$ cat src/rtl/ram_access_ctrl_if.sv
// Bundle of the two requester ports and the RAM-wrapper port of ram_access_ctrl.
// Handshake: a requester holds req and its fields stable until gnt is high in the same cycle; rvalid follows one cycle after each gnt.
interface ram_access_ctrl_if #(parameter int ADDR_W = 32);
    logic              i_req;
    logic [ADDR_W-1:0] i_addr;
    logic              i_gnt;
    logic              i_rvalid;
    logic [31:0]       i_rdata;

    logic              d_req;
    logic              d_we;
    logic [1:0]        d_size;
    logic              d_signed;
    logic [ADDR_W-1:0] d_addr;
    logic [31:0]       d_wdata;
    logic              d_gnt;
    logic              d_rvalid;
    logic [31:0]       d_rdata;
    logic              d_err;

    logic [ADDR_W-1:0] ram_addr;
    logic [31:0]       ram_wdata;
    logic [3:0]        ram_rden;
    logic [3:0]        ram_wren;
    logic [31:0]       ram_rdata;

    // Controller side.
    modport slave (
        input  i_req, i_addr, d_req, d_we, d_size, d_signed, d_addr, d_wdata, ram_rdata,
        output i_gnt, i_rvalid, i_rdata, d_gnt, d_rvalid, d_rdata, d_err,
        output ram_addr, ram_wdata, ram_rden, ram_wren
    );

    // Core pipeline and RAM wrapper side.
    modport master (
        output i_req, i_addr, d_req, d_we, d_size, d_signed, d_addr, d_wdata, ram_rdata,
        input  i_gnt, i_rvalid, i_rdata, d_gnt, d_rvalid, d_rdata, d_err,
        input  ram_addr, ram_wdata, ram_rden, ram_wren
    );
endinterface

$ cat src/rtl/ram_access_ctrl.sv
// Arbitrates fetch and load/store onto the single byte-lane RAM port and
// aligns/extends the read data in the cycle after each grant.
module ram_access_ctrl #(
    parameter int ADDR_W = 32,
    parameter int FAIR   = 1
) (
    input logic              m_clock,
    input logic              p_reset,
    ram_access_ctrl_if.slave bus
);
    localparam bit FAIR_EN = (FAIR != 0);

    logic       last_gnt_i;
    logic       gnt_i;
    logic       gnt_d;
    logic [1:0] d_off;
    logic       d_bad;
    logic [3:0] d_mask;
    logic [31:0] d_wrep;

    logic       rsp_valid;
    logic       rsp_is_d;
    logic       rsp_we;
    logic [1:0] rsp_size;
    logic       rsp_signed;
    logic [1:0] rsp_off;
    logic       rsp_err;
    logic       rsp_live;
    logic [31:0] shifted;

    // Data wins under contention when fairness is off or fetch had the last grant.
    assign gnt_d = !p_reset && bus.d_req && (!bus.i_req || !FAIR_EN || last_gnt_i);
    assign gnt_i = !p_reset && bus.i_req && !gnt_d;
    assign bus.i_gnt = gnt_i;
    assign bus.d_gnt = gnt_d;

    always_comb begin
        d_off  = bus.d_addr[1:0];
        d_bad  = 1'b0;
        d_mask = 4'b0000;
        d_wrep = bus.d_wdata;
        case (bus.d_size)
            2'b00: begin
                d_mask = 4'b0001 << d_off;
                d_wrep = {4{bus.d_wdata[7:0]}};
            end
            2'b01: begin
                d_bad  = d_off[0];
                d_mask = d_off[1] ? 4'b1100 : 4'b0011;
                d_wrep = {2{bus.d_wdata[15:0]}};
            end
            2'b10: begin
                d_bad  = (d_off != 2'b00);
                d_mask = 4'b1111;
            end
            default: d_bad = 1'b1;
        endcase
        // Faulting accesses are granted and answered but never touch the RAM.
        if (d_bad) d_mask = 4'b0000;
    end

    always_comb begin
        bus.ram_addr  = '0;
        bus.ram_wdata = '0;
        bus.ram_rden  = 4'b0000;
        bus.ram_wren  = 4'b0000;
        if (gnt_i) begin
            bus.ram_addr = bus.i_addr;
            bus.ram_rden = 4'b1111;
        end else if (gnt_d) begin
            bus.ram_addr  = bus.d_addr;
            bus.ram_wdata = d_wrep;
            if (bus.d_we) bus.ram_wren = d_mask;
            else          bus.ram_rden = d_mask;
        end
    end

    always_ff @(posedge m_clock) begin
        if (p_reset) begin
            last_gnt_i <= 1'b1;
            rsp_valid  <= 1'b0;
            rsp_is_d   <= 1'b0;
            rsp_we     <= 1'b0;
            rsp_size   <= 2'b00;
            rsp_signed <= 1'b0;
            rsp_off    <= 2'b00;
            rsp_err    <= 1'b0;
        end else begin
            rsp_valid <= gnt_i || gnt_d;
            if (gnt_i || gnt_d) begin
                last_gnt_i <= gnt_i;
                rsp_is_d   <= gnt_d;
                rsp_we     <= bus.d_we;
                rsp_size   <= bus.d_size;
                rsp_signed <= bus.d_signed;
                rsp_off    <= d_off;
                rsp_err    <= gnt_d && d_bad;
            end
        end
    end

    // A response pending when reset arrives is discarded, not delivered late.
    assign rsp_live     = rsp_valid && !p_reset;
    assign bus.i_rvalid = rsp_live && !rsp_is_d;
    assign bus.d_rvalid = rsp_live && rsp_is_d;
    assign bus.d_err    = bus.d_rvalid && rsp_err;
    assign bus.i_rdata  = bus.i_rvalid ? bus.ram_rdata : 32'h0;
    assign shifted      = bus.ram_rdata >> {rsp_off, 3'b000};

    always_comb begin
        bus.d_rdata = 32'h0;
        if (bus.d_rvalid && !rsp_err && !rsp_we) begin
            case (rsp_size)
                2'b00:   bus.d_rdata = {{24{rsp_signed && shifted[7]}}, shifted[7:0]};
                2'b01:   bus.d_rdata = {{16{rsp_signed && shifted[15]}}, shifted[15:0]};
                default: bus.d_rdata = shifted;
            endcase
        end
    end
endmodule
$ cat src/flat_wrapper.sv
// flat-port wrapper written by rule: the top's interface ports become plain ports
module ram_access_ctrl_flat 
#(
    parameter int ADDR_W = 32,
    parameter int FAIR   = 1
)
  (m_clock, p_reset, bus_i_req, bus_i_addr, bus_d_req, bus_d_we, bus_d_size, bus_d_signed, bus_d_addr, bus_d_wdata, bus_ram_rdata, bus_i_gnt, bus_i_rvalid, bus_i_rdata, bus_d_gnt, bus_d_rvalid, bus_d_rdata, bus_d_err, bus_ram_addr, bus_ram_wdata, bus_ram_rden, bus_ram_wren);
  ram_access_ctrl_if #(.ADDR_W(ADDR_W)) bus_i ();
  input logic m_clock;
  input logic p_reset;
  input wire logic [$bits(bus_i.i_req)-1:0] bus_i_req;
  input wire logic [$bits(bus_i.i_addr)-1:0] bus_i_addr;
  input wire logic [$bits(bus_i.d_req)-1:0] bus_d_req;
  input wire logic [$bits(bus_i.d_we)-1:0] bus_d_we;
  input wire logic [$bits(bus_i.d_size)-1:0] bus_d_size;
  input wire logic [$bits(bus_i.d_signed)-1:0] bus_d_signed;
  input wire logic [$bits(bus_i.d_addr)-1:0] bus_d_addr;
  input wire logic [$bits(bus_i.d_wdata)-1:0] bus_d_wdata;
  input wire logic [$bits(bus_i.ram_rdata)-1:0] bus_ram_rdata;
  output wire logic [$bits(bus_i.i_gnt)-1:0] bus_i_gnt;
  output wire logic [$bits(bus_i.i_rvalid)-1:0] bus_i_rvalid;
  output wire logic [$bits(bus_i.i_rdata)-1:0] bus_i_rdata;
  output wire logic [$bits(bus_i.d_gnt)-1:0] bus_d_gnt;
  output wire logic [$bits(bus_i.d_rvalid)-1:0] bus_d_rvalid;
  output wire logic [$bits(bus_i.d_rdata)-1:0] bus_d_rdata;
  output wire logic [$bits(bus_i.d_err)-1:0] bus_d_err;
  output wire logic [$bits(bus_i.ram_addr)-1:0] bus_ram_addr;
  output wire logic [$bits(bus_i.ram_wdata)-1:0] bus_ram_wdata;
  output wire logic [$bits(bus_i.ram_rden)-1:0] bus_ram_rden;
  output wire logic [$bits(bus_i.ram_wren)-1:0] bus_ram_wren;
  assign bus_i.i_req = bus_i_req;
  assign bus_i.i_addr = bus_i_addr;
  assign bus_i.d_req = bus_d_req;
  assign bus_i.d_we = bus_d_we;
  assign bus_i.d_size = bus_d_size;
  assign bus_i.d_signed = bus_d_signed;
  assign bus_i.d_addr = bus_d_addr;
  assign bus_i.d_wdata = bus_d_wdata;
  assign bus_i.ram_rdata = bus_ram_rdata;
  assign bus_i_gnt = bus_i.i_gnt;
  assign bus_i_rvalid = bus_i.i_rvalid;
  assign bus_i_rdata = bus_i.i_rdata;
  assign bus_d_gnt = bus_i.d_gnt;
  assign bus_d_rvalid = bus_i.d_rvalid;
  assign bus_d_rdata = bus_i.d_rdata;
  assign bus_d_err = bus_i.d_err;
  assign bus_ram_addr = bus_i.ram_addr;
  assign bus_ram_wdata = bus_i.ram_wdata;
  assign bus_ram_rden = bus_i.ram_rden;
  assign bus_ram_wren = bus_i.ram_wren;
  ram_access_ctrl #(.ADDR_W(ADDR_W), .FAIR(FAIR)) u_core (.m_clock(m_clock), .p_reset(p_reset), .bus(bus_i));
endmodule
$ cat config.mk
export PLATFORM = sky130hd
export DESIGN_NAME = ram_access_ctrl_flat
export DESIGN_NICKNAME = d
export VERILOG_FILES = /design/src/rtl/ram_access_ctrl_if.sv /design/src/rtl/ram_access_ctrl.sv /design/src/flat_wrapper.sv
export SDC_FILE = /design/constraint.sdc
export NUM_CORES = 1
export LEC_CHECK = 0
export ABC_AREA = 1
export BUFFER_PORTS_ARGS = -buffer_cell sky130_fd_sc_hd__buf_2
export CAP_MARGIN = 20
export CORE_AREA = 5 5 103 105
export DETAILED_ROUTE_END_ITERATION = 16
export DIE_AREA = 0 0 108 110
export GPL_TIMING_DRIVEN = 0
export PLACE_DENSITY = 0.67
export SLEW_MARGIN = 20
export SYNTH_ARGS = -nofsm -noshare
export SYNTH_HDL_FRONTEND = slang
export SYNTH_SLANG_ARGS = --single-unit
$ cat constraint.sdc
create_clock -name m_clock -period 2.2 [get_ports m_clock]
set_clock_uncertainty 0.2 [all_clocks]
set_input_delay 0.22 -clock m_clock [delete_from_list [all_inputs] [get_ports m_clock]]
set_output_delay 0.22 -clock m_clock [all_outputs]
set_load 0.02 [all_outputs]
Word-level counts from Yosys, hierarchy flattened
Cells that the tools add are included.
{"block": "classes", "eq_ne": 3, "shift": 2, "muxes": 18, "n_reduce_logical": 24}
{"cell": "$mux 32", "n": 6}
{"cell": "$pmux 32 s2", "n": 2}
{"cell": "$mux 4", "n": 8}
{"cell": "$shr 32x5->32", "n": 1}
{"cell": "$logic_and 1x1->1", "n": 13}
{"cell": "$pmux 4 s3", "n": 1}
{"cell": "$logic_not 1->1", "n": 6}
{"cell": "$eq 2x1->1 const B", "n": 2}
{"cell": "$logic_not 2->1", "n": 2}
{"cell": "$shl 1x2->4 const A", "n": 1}
{"cell": "$pmux 1 s3", "n": 1}
{"cell": "$eq 2x2->1 const B", "n": 1}
{"cell": "$logic_or 1x1->1", "n": 2}
{"cell": "$reduce_bool 2->1", "n": 1}
{"block": "totals", "register_bits": 10, "in_bits": 136, "wordCells": 55}

Longest topological paths before layout
Gate-level depths: netlist (run 1).
{"block": "logic_depth", "ltp_word": 6, "depth_mapped": 9, "ltp_nobuf": 9}

Least setup slack after synthesis (run 1)
OpenSTA, ideal clock, no wires.
{"block": "synth_path", "path_type": "reg-to-output", "from": "register u_core.rsp_off[0]", "to": "output port bus_d_rdata[5]", "arrival_ns": 1.228, "required_ns": 1.780, "path_slack_ns": 0.552, "path_stages_with_launch": 7, "path_buffers": 3, "cell_sequence": "dfxtp_1 > buf_4 > buf_6 > buf_2 > nand2_1 > o211ai_1 > a21oi_1"}
{"block": "synth_via", "elab_chain_cells": 3}
{"element": "from (decl)", "line": "ram_access_ctrl.sv:26", "rtl": "logic [1:0] rsp_off;"}
{"element": "from (signal assigned)", "line": "ram_access_ctrl.sv:96", "rtl": "rsp_off <= d_off;"}
{"element": "$shr 32x5->32", "line": "ram_access_ctrl.sv:108", "rtl": "assign shifted = bus.ram_rdata >> {rsp_off, 3'b000};"}
{"element": "$pmux 32 s2", "line": "ram_access_ctrl.sv:113", "rtl": "case (rsp_size)"}
{"element": "$mux 32", "line": "ram_access_ctrl.sv:112", "rtl": "if (bus.d_rvalid && !rsp_err && !rsp_we) begin"}
{"element": "to (decl)", "line": "flat_wrapper.sv:25", "rtl": "output wire logic [$bits(bus_i.d_rdata)-1:0] bus_d_rdata;"}
No other way between the ends.

Worst setup path in the final report (run 1)
{"block": "layout_path", "from": "register u_core.rsp_off[0]", "to": "output port bus_d_rdata[20]"}
{"block": "layout_via", "elab_chain_cells": 4}
{"element": "$shr 32x5->32 (*)", "line": "ram_access_ctrl.sv:108"}
{"element": "$logic_and 1x1->1, on equally long branches", "line": "ram_access_ctrl.sv:115, ram_access_ctrl.sv:114"}
{"element": "$pmux 32 s2 (*)", "line": "ram_access_ctrl.sv:113"}
{"element": "$mux 32 (*)", "line": "ram_access_ctrl.sv:112"}
Every way passes the cells marked *; elsewhere a longest branch is shown, timed or not.

==> results of run 1 <==
## routing by layer
metal / global-route usage, % / part of all wire (%) / vias up
li1: - / - / 2229
met1: 22.1 / 37 / 1779
met2: 39.7 / 50 / 203
met3: 4.19 / 9.3 / 28
met4: 8.48 / 3.7 / 0
met5: 0 / 0 / -
## cell families after synthesis
kind of cell | after synthesis
buffers and inverters | 128
DFF | 10
and+or+nand+nor | 297
AOI/OAI and AO/OA | 113
## power by group
part | switching (uW) | internal, uW | leakage (uW)
logic | 560 | 309 | 0.00283
clock network | 61.7 | 119 | 0.0000216
registers | 7.74 | 197 | 0.0000831
total | 630 | 625 | 0.00294
## what timing repair did
item | in CTS | in global routing
hold endpoints to repair | 0 | 0
resized for setup | 0 | 6
endpoints found under the setup margin | 0 | 19
## worst reg2reg max path, delay by kind of cell (launching register included)
family                 cells  cell delay (ps)
AOI/OAI and AO/OA          2              300
DFF                        1              300
buffers and inverters      2              580
## state kept, by name, summed over array words and instances (netlist names)
register           count
u_core.last_gnt_i      1
u_core.rsp_err         1
u_core.rsp_is_d        1
u_core.rsp_off         2
u_core.rsp_signed      1
u_core.rsp_size        2
u_core.rsp_valid       1
u_core.rsp_we          1
## worst max-delay path by stage
stage,startpoint,to,slack (ps)
after floorplan,u_core.rsp_off[0],bus_d_rdata[5],550
after global placement,bus_d_size[1],bus_ram_wren[3],240
after detailed placement,bus_d_size[1],bus_ram_wren[3],220
after CTS,u_core.rsp_off[0],bus_d_rdata[0],80
after global routing,u_core.rsp_off[1],bus_d_rdata[0],3
final,u_core.rsp_off[0],bus_d_rdata[20],80
## synthesized netlist by cell type
| cell type | instances |
|---|---|
| nand3_4 | 2 |
| nor3_1 | 1 |
| o31ai_1 | 2 |
| nand2_1 | 210 |
| nor2_1 | 68 |
| nand3_2 | 2 |
| a22oi_1 | 8 |
| inv_1 | 89 |
| nand2_2 | 2 |
| nor2_2 | 1 |
| dfxtp_1 | 10 |
| nand2_4 | 1 |
| buf_4 | 6 |
| clkbuf_1 | 6 |
| buf_6 | 5 |
| nor2_4 | 1 |
| clkbuf_2 | 1 |
| nor2b_1 | 1 |
| o21ai_0 | 40 |
| nand3_1 | 8 |
| a31oi_1 | 1 |
| a21oi_1 | 54 |
| o211ai_1 | 8 |
| inv_2 | 6 |
| buf_2 | 15 |
## layout make-up
class                      instances  area share, %
sequential                        10           4.81
multi-input combinational        410           43.3
tap                              133           4.00
buffer                            33           5.08
inverter                          95           8.63
clock buffer                       3          0.992
timing repair buffer             276           33.2
## cells in the final DEF (no fill, tap or decap)
cell type  instances
o31ai_1            2
o211ai_1           8
nor2_1            68
clkbuf_1           5
clkbuf_4           1
inv_1             89
nand3_4            2
buf_4              5
buf_2            290
nor2_4             1
buf_6              6
nand2_1          210
nor3_1             1
o21ai_0           39
nand3_2            2
nor2b_1            1
dfxtp_1           10
clkbuf_2           2
a31oi_1            1
inv_4              1
clkbuf_8           3
nor2_2             1
a21oi_1           54
nand2_4            1
nand3_1            8
nand2_2            2
o21ai_1            1
inv_2              5
a22oi_1            8
## metrics by stage
| step | total power, uW | setup WS (ps) | hold WS [ps] |
|---|---|---|---|
| after floorplan | 719 | 552 | 89.1 |
| after global placement | 1070 | 240 | 265 |
| after detailed placement | 1070 | 225 | 272 |
| after CTS | 1260 | 75.5 | 27.4 |
| after global routing | 1360 | 3.02 | 54.3 |
| final | 1250 | 77.2 | 30.3 |
==> impl_metrics.tcl, run 1 <==
set metrics [dict create \
    viasPerCell 4.42 \
    final-setup-viol-count 0 \
    drc 0 \
    core_mm2 0.00955 \
    postSynthRegisterBits 10 \
    path_clk_slew_ps 40 \
    worst_endpoint_data_arrival_time_ps 1700 \
    dpl.cell_count 957 \
    crit_path_cell_trace "buf_4 -> buf_6 -> o21ai_0 -> nand2_1 -> a21oi_1 -> nand2_1 -> inv_1 -> buf_2" \
    worst_path_dominant_cell_family "buffers and inverters" \
    numCtsBuffers 3 \
    cts_sinks 10 \
    chipWidth_um 108 \
    ir_drop_worst_case_vdd_v 0.000124 \
    synth.net_count 684 \
    timing.reg2reg.setup_slack_ps 750 \
    synthAdderAreaFrac_pct 0 \
    initial_cell_density_of_the_core_pct 26.8 \
    antenna_diodes 0 \
    detail-route-antenna-nets 0 \
    cp_startpoint_kind "register" \
    rsz0062_at_grt "no" \
    synth.yosys.warnings 0 \
    clock.fmax_mhz 471 \
    clock_tree.htree_level_count 1 \
    static-leakage-power_uw 0.00294 \
    nFillCells 1142 \
    synthDominantCellAreaShare_pct 30.7 \
    critical_path.n_buffers_inverters 4 \
    post_layout_instance_count_excluding_filler_cells 960 \
    critical_path.max_fanout 10 \
    cts_tree "yes" \
    drive_above_1_share_pct 38.9 \
    wire_length_of_the_first_global_routing_pass_um 19700 \
    finished_cell_area_mm2 0.00416 \
    timing.hold.worst.class "input port to register" \
    cts_max_path_buffers 2 \
    clock_insertion_delay_worst_skew_ps 230 \
    grt_util_all_layers_pct 20.7 \
    holdPathEnd "u_core.rsp_is_d" \
    worstSetupPathDepth 8 \
    overall_via_count_from_detail_route 4239 \
    critical_path_sink_type "primary output" \
    cp_slowest_stage_delay_ps 310 \
    boundaryPins 277 \
    seq_area_frac_synth_pct 7.81 \
    detail_route.first_pass.iterations 4 \
    worstReg2RegEnd "u_core.rsp_off[1]" \
    outcome "finished clean" \
    worstSetupPathType "register to primary output" \
    area.sequential_um2 200 \
    slew_viol_final 0 \
    port_buffers 276 \
    cts.repair_timing.setup_buffer_count 0 \
    yosys-top-cells-area "nand2_1, inv_1, a21oi_1" \
    final_hold_viol_count 0 \
    whs_path_depth 2 \
    overflow 0 \
    slew-limit-headroom_pct 60.9 \
    final.setup.tns_ps 0 \
    synth_area_per_cell_um2 4.68 \
    cts.hold.buffers_added 0 \
    synth_top_cell_by_area "nand2_1" \
    synth_top_family_by_area "simple AND/OR/NAND/NOR gates" \
    grt_pass1_vias 4023 \
    number_of_antenna_violations_at_the_first_check_in_global_routing 0 \
    synthesis.area_mm2 0.00256 \
    postSynthCellCount 548 \
    rr_worst_depth 4 \
    grt_start_max_net_pins 11 \
    hold_start "bus_i_req" \
    avgRoutedWirePerCell_um 14.1 \
    worstPathRequired_ps 1780 \
    yosys-mux-area-fraction_pct 0 \
    synth_simple_gate_area_share_pct 46.5 \
    timing_worst_slew_pin_value_ps 585 \
    die-height_um 110 \
    timing.critical_path.slowest_stage_cell "dfxtp_1" \
    synth_compound_area_share_pct 23.9 \
    layout_worst_path_cycle_share_pct 96.5 \
    initialDrtViolationCount 221 \
    dpl-instance-area_mm2 0.00411 \
    die-area_mm2 0.0119 \
    post-route-util_pct 43.6 \
    ys_types 25 \
    flow.area_growth_from_synthesis_pct 62.4 \
    crit_path_frequent_cell "nand2_1" \
    totalWireLength_um 13500 \
    powerDensity_mw_per_mm2 301 \
    total_area_of_multi_input_combinational_cells_mm2 0.00180 \
    cts-root-buf "clkbuf_8" \
    num-nets-final 965 \
    timing.rr.start "u_core.rsp_off[1]" \
    layout_min_cycle_time_ps 2120 \
    finalWeightedCongestion 0.988 \
    cap_violations 0 \
    number_of_rows_created_at_floorplan 36 \
    detailed_place_hpwl_um 11800 \
    synth-xor-area-share_pct 0 \
]
Note: power is estimated with default switching activity, not from simulation.
==> run 2: changes to the inputs <==
- CELL_PAD_IN_SITES_DETAIL_PLACEMENT: unset -> 0
- CELL_PAD_IN_SITES_GLOBAL_PLACEMENT: unset -> 2
- CORE_AREA: 5 5 103 105 -> unset
- CORE_MARGIN: unset -> 5
- CORE_UTILIZATION: unset -> 14
- DIE_AREA: 0 0 108 110 -> unset
- PLACE_DENSITY: 0.67 -> 0.86
==> impl_metrics.tcl, run 2 (synthesis results as in run 1) <==
set metrics [dict create \
    dpl.cell_count 1053 \
    path_clk_slew_ps 40 \
    net_load_switching_power_uw 661 \
    layout_min_cycle_time_ps 2100 \
    cap_violations 0 \
    layout_worst_path_cycle_share_pct 95.4 \
    clock_insertion_delay_worst_skew_ps 240 \
    die-height_um 145 \
    numCtsBuffers 3 \
    nFillCells 2188 \
    final_hold_viol_count 0 \
    most-common-layout-cells "buf_2, nand2_1, inv_1, nor2_1, a21oi_1" \
    static-leakage-power_uw 0.00297 \
    flow.area_growth_from_synthesis_pct 69.2 \
    overflow 0 \
    worstSetupPathType "register to primary output" \
    die-area_mm2 0.0211 \
    num-nets-final 965 \
    boundaryPins 277 \
    initialDrtViolationCount 161 \
    totalWireLength_um 15300 \
    slew_viol_final 0 \
    hold_start "bus_i_req" \
    critical_path.max_fanout 10 \
    dpl-instance-area_mm2 0.00423 \
    viasPerCell 4.04 \
    p_seq_share_pct 14.2 \
    timing_worst_slew_pin_value_ps 596 \
    ir_drop_worst_case_vdd_v 0.000191 \
    timing.hold.worst.class "input port to register" \
    clock_tree.htree_level_count 1 \
    layout_commonest_cell "buf_2" \
    rsz0062_at_grt "yes" \
    cts-root-buf "clkbuf_16" \
    p_sw_share_pct 45.8 \
    finished_cell_area_mm2 0.00434 \
    clock.fmax_mhz 477 \
    chipWidth_um 145 \
    grt_pass1_vias 4243 \
    cts.hold.buffers_added 0 \
    slew-limit-headroom_pct 60.1 \
    port_buffers 276 \
    cellInternalPower_uw 781 \
    initial_cell_density_of_the_core_pct 14.2 \
    outcome "finished clean" \
    reg_top3 "u_core.rsp_off: 2 flops, u_core.rsp_size: 2 flops" \
    drive_above_1_share_pct 39.6 \
    final-setup-viol-count 0 \
    drc 0 \
    detail-route-antenna-nets 0 \
    worstPathRequired_ps 1780 \
    cts_tree "yes" \
    wire_length_of_the_first_global_routing_pass_um 23500 \
    detailed_place_hpwl_um 13400 \
    avgRoutedWirePerCell_um 14.5 \
    number_of_rows_created_at_floorplan 49 \
    cts.repair_timing.setup_buffer_count 0 \
    cts_sinks 10 \
    post_layout_instance_count_excluding_filler_cells 1057 \
    powerDensity_mw_per_mm2 333 \
    antenna_diodes 0 \
    worst_endpoint_data_arrival_time_ps 1680 \
    cp_startpoint_kind "register" \
    p_comb_share_pct 60.7 \
    detail_route.first_pass.iterations 5 \
    timing.rr.start "u_core.rsp_off[1]" \
    core_mm2 0.0180 \
    finalWeightedCongestion 0.805 \
    number_of_antenna_violations_at_the_first_check_in_global_routing 1 \
    crit_path_start "u_core.rsp_off[0]" \
    overall_via_count_from_detail_route 4273 \
    p_clk_share_pct 25.1 \
    grt_start_max_net_pins 11 \
    critical_path_sink_type "primary output" \
    grt_util_all_layers_pct 13.6 \
    cts_max_path_buffers 2 \
]
## run 2: changes by cell type in the layout (fill, tap and decap cells not counted), sizes merged
cell and delta:
clkbuf +1
## run 2: layer usage
| metal | track usage [%] | wire length [um] | vias up |
|---|---|---|---|
| li1 | - | - | 2237 |
| met1 | 15.7 | 6250 | 1808 |
| met2 | 25.8 | 7590 | 218 |
| met3 | 3.21 | 1340 | 8 |
| met4 | 2.24 | 87 | 2 |
| met5 | 0 | 7 | - |
## run 2: what timing repair did
item	CTS	global route
resized for setup	1	16
pin swaps	0	1
endpoints found under the setup margin	1	49
## run 2: path summary, 6_finish.rpt
check / endpoint / slack, ps / depth (start not counted)
worst min register to register: u_core.last_gnt_i / 280 / 2
worst max-delay path: bus_d_rdata[20] / 100 / 8
worst min-delay path: u_core.rsp_is_d / 20 / 2
worst max register to register: u_core.rsp_off[1] / 770 / 4
## run 2: critical path, stage by stage (launching register included)
cell and delay [ps]:
dfxtp_1 310, buf_4 170, buf_6 140, o21ai_0 290
nand2_1 90, a21oi_1 150, nand2_1 70, inv_1 60
buf_2 170
## run 2: power by group through the flow
stage,Combinational (uW),Sequential [uW],Clock (uW)
after floorplan,514,206,0
after CTS,885,205,373
after detailed placement,881,208,0
final,875,205,363
after global placement,882,207,0
after global routing,979,207,382
## run 2: through the flow
stage / setup WS [ps] / hold slack (ps) / TNS, ps / util [%] / power [uW]
2_1_floorplan: 552 / 89.1 / 0 / - / 719
3_3_place_gp: 171 / 267 / 0 / 23.5 / 1090
3_5_place_dp: 140 / 269 / 0 / 23.5 / 1090
4_1_cts: 12.1 / 19.7 / 0 / 24.0 / 1460
5_1_grt: -46.3 / 24.9 / -320 / 24.1 / 1570
6_report: 102 / 24.5 / 0 / 24.1 / 1440
## run 2: layout make-up
type,instances,area [um2],area share [%]
multi-input combinational,410,1810,41.6
timing repair buffer,276,1380,31.9
inverter,95,357,8.22
tap,229,287,6.61
buffer,33,215,4.96
sequential,10,200,4.61
clock buffer,4,88.8,2.05
==> run 3: changes to the inputs <==
- PLACE_DENSITY: 0.86 -> unset
- PLACE_DENSITY_LB_ADDON: unset -> 0.1
==> impl_metrics.tcl, run 3 (synthesis results as in run 1) <==
set metrics [dict create \
    drc 0 \
    port_buffers 276 \
    net_load_switching_power_uw 654 \
    clock.fmax_mhz 476 \
    cap_violations 0 \
    cp_startpoint_kind "register" \
    grt_pass1_vias 4655 \
    finalWeightedCongestion 0.810 \
    p_clk_share_pct 25.1 \
    nFillCells 2213 \
    slew-limit-headroom_pct 55.7 \
    worstSetupPathType "register to primary output" \
    static-leakage-power_uw 0.00297 \
    detail-route-antenna-nets 0 \
    viasPerCell 4.04 \
    timing.hold.worst.class "input port to register" \
    final_hold_viol_count 0 \
    detail_route.first_pass.iterations 4 \
    reg_top3 "u_core.rsp_off: 2 flops, u_core.rsp_size: 2 flops" \
    dpl.cell_count 1053 \
    layout_min_cycle_time_ps 2100 \
    boundaryPins 277 \
    detailed_place_hpwl_um 13000 \
    p_sw_share_pct 45.6 \
    worstPathRequired_ps 1780 \
    cts-root-buf "clkbuf_16" \
    outcome "finished clean" \
    avgRoutedWirePerCell_um 14.0 \
    layout_commonest_cell "buf_2" \
    most-common-layout-cells "buf_2, nand2_1, inv_1, nor2_1, a21oi_1" \
    cts_max_path_buffers 2 \
    number_of_rows_created_at_floorplan 49 \
    slew_viol_final 0 \
    post-route-util_pct 24.1 \
    p_comb_share_pct 60.6 \
    chipWidth_um 145 \
    critical_path.max_fanout 10 \
    drive_above_1_share_pct 39.9 \
    final-setup-viol-count 0 \
    cellInternalPower_uw 781 \
    layout_worst_path_cycle_share_pct 95.5 \
    clock_insertion_delay_worst_skew_ps 230 \
    final.setup.tns_ps 0 \
    clock_tree.htree_level_count 1 \
    grt_util_all_layers_pct 13.3 \
    worst_endpoint_data_arrival_time_ps 1680 \
    powerDensity_mw_per_mm2 330 \
    initialDrtViolationCount 159 \
    post_layout_instance_count_excluding_filler_cells 1057 \
    pre_cts_slack_ps 218 \
    totalWireLength_um 14800 \
    p_seq_share_pct 14.3 \
    die-height_um 145 \
    die-area_mm2 0.0211 \
    setup_slack_ps 98.2 \
    timing_worst_slew_pin_value_ps 663 \
    number_of_antenna_violations_at_the_first_check_in_global_routing 0 \
    rsz0062_at_grt "no" \
    grt_start_max_net_pins 11 \
    overflow 0 \
    core_mm2 0.0180 \
    report.power.total_uw 1430 \
    antenna_diodes 0 \
    numCtsBuffers 3 \
    critical_path_sink_type "primary output" \
    flow.area_growth_from_synthesis_pct 69.4 \
    ir_drop_worst_case_vdd_v 0.000202 \
    cts.repair_timing.setup_buffer_count 0 \
    initial_cell_density_of_the_core_pct 14.2 \
    cts_tree "yes" \
    num-nets-final 965 \
    overall_via_count_from_detail_route 4266 \
    path_clk_slew_ps 40 \
    wire_length_of_the_first_global_routing_pass_um 23600 \
    cts_sinks 10 \
]
-- run 3: cell types whose count changed in the layout (fill, tap and decap cells not counted) --
cell / before / now
a21oi_1: 54 / 52
nand3_2: 2 / 3
a21oi_2: 0 / 2
nand3_1: 8 / 7
clkbuf_2: 5 / 4
buf_4: 6 / 5
buf_2: 289 / 291
o21ai_0: 36 / 37
o21ai_2: 1 / 0
-- run 3: layout make-up --
type,instances,area (um2),area share [%]
inverter,95,357,8.21
tap,229,287,6.60
sequential,10,200,4.61
multi-input combinational,410,1820,41.8
buffer,33,215,4.95
clock buffer,4,88.8,2.04
timing repair buffer,276,1380,31.8
-- run 3: path summary, 6_finish.rpt --
path                      from                end  slack (ps)  depth (start not counted)
max          u_core.rsp_off[1]    bus_d_rdata[23]         100                          8
min               bus_d_signed  u_core.rsp_signed          40                          3
max reg2reg  u_core.last_gnt_i     u_core.rsp_err         780                          7
min reg2reg    u_core.rsp_is_d    u_core.rsp_is_d         280                          2
-- run 3: critical path, stage by stage, from the launching register on --
cell     delay (ps)
dfxtp_1         280
buf_2           160
inv_2           130
buf_2           260
nand2_1         120
a21oi_1         170
nand2_1         100
inv_1            60
buf_2           160
-- run 3: power by group through the flow --
stage	Combinational, uW	Sequential, uW	Clock [uW]
6_report	870	205	360
3_5_place_dp	878	208	0
4_1_cts	881	205	361
2_1_floorplan	514	206	0
3_3_place_gp	875	208	0
5_1_grt	977	206	372
-- run 3: layer usage --
| metal | GRT usage, % | wire length (um) | vias to the layer above |
|---|---|---|---|
| met5 | 0 | 0 | - |
| met4 | 3.13 | 297 | 0 |
| met3 | 3.74 | 1120 | 24 |
| met2 | 24.1 | 7230 | 169 |
| met1 | 15.5 | 6200 | 1843 |
| li1 | - | - | 2230 |
-- run 3: timing repair --
| item | 4_1_cts | 5_1_grt |
|---|---|---|
| resized for setup | 0 | 18 |
| endpoints found under the hold margin | 0 | 0 |
| endpoints found under the setup margin | 0 | 27 |
| hold buffers | 0 | 0 |
-- run 3: metrics by stage --
| step | hold slack (ps) | area (um2) |
|---|---|---|
| floorplan | 89.1 | 2560 |
| global placement | 265 | 4230 |
| detailed placement | 278 | 4230 |
| CTS | 39.8 | 4320 |
| global route | 47.0 | 4340 |
| finish | 37.3 | 4340 |
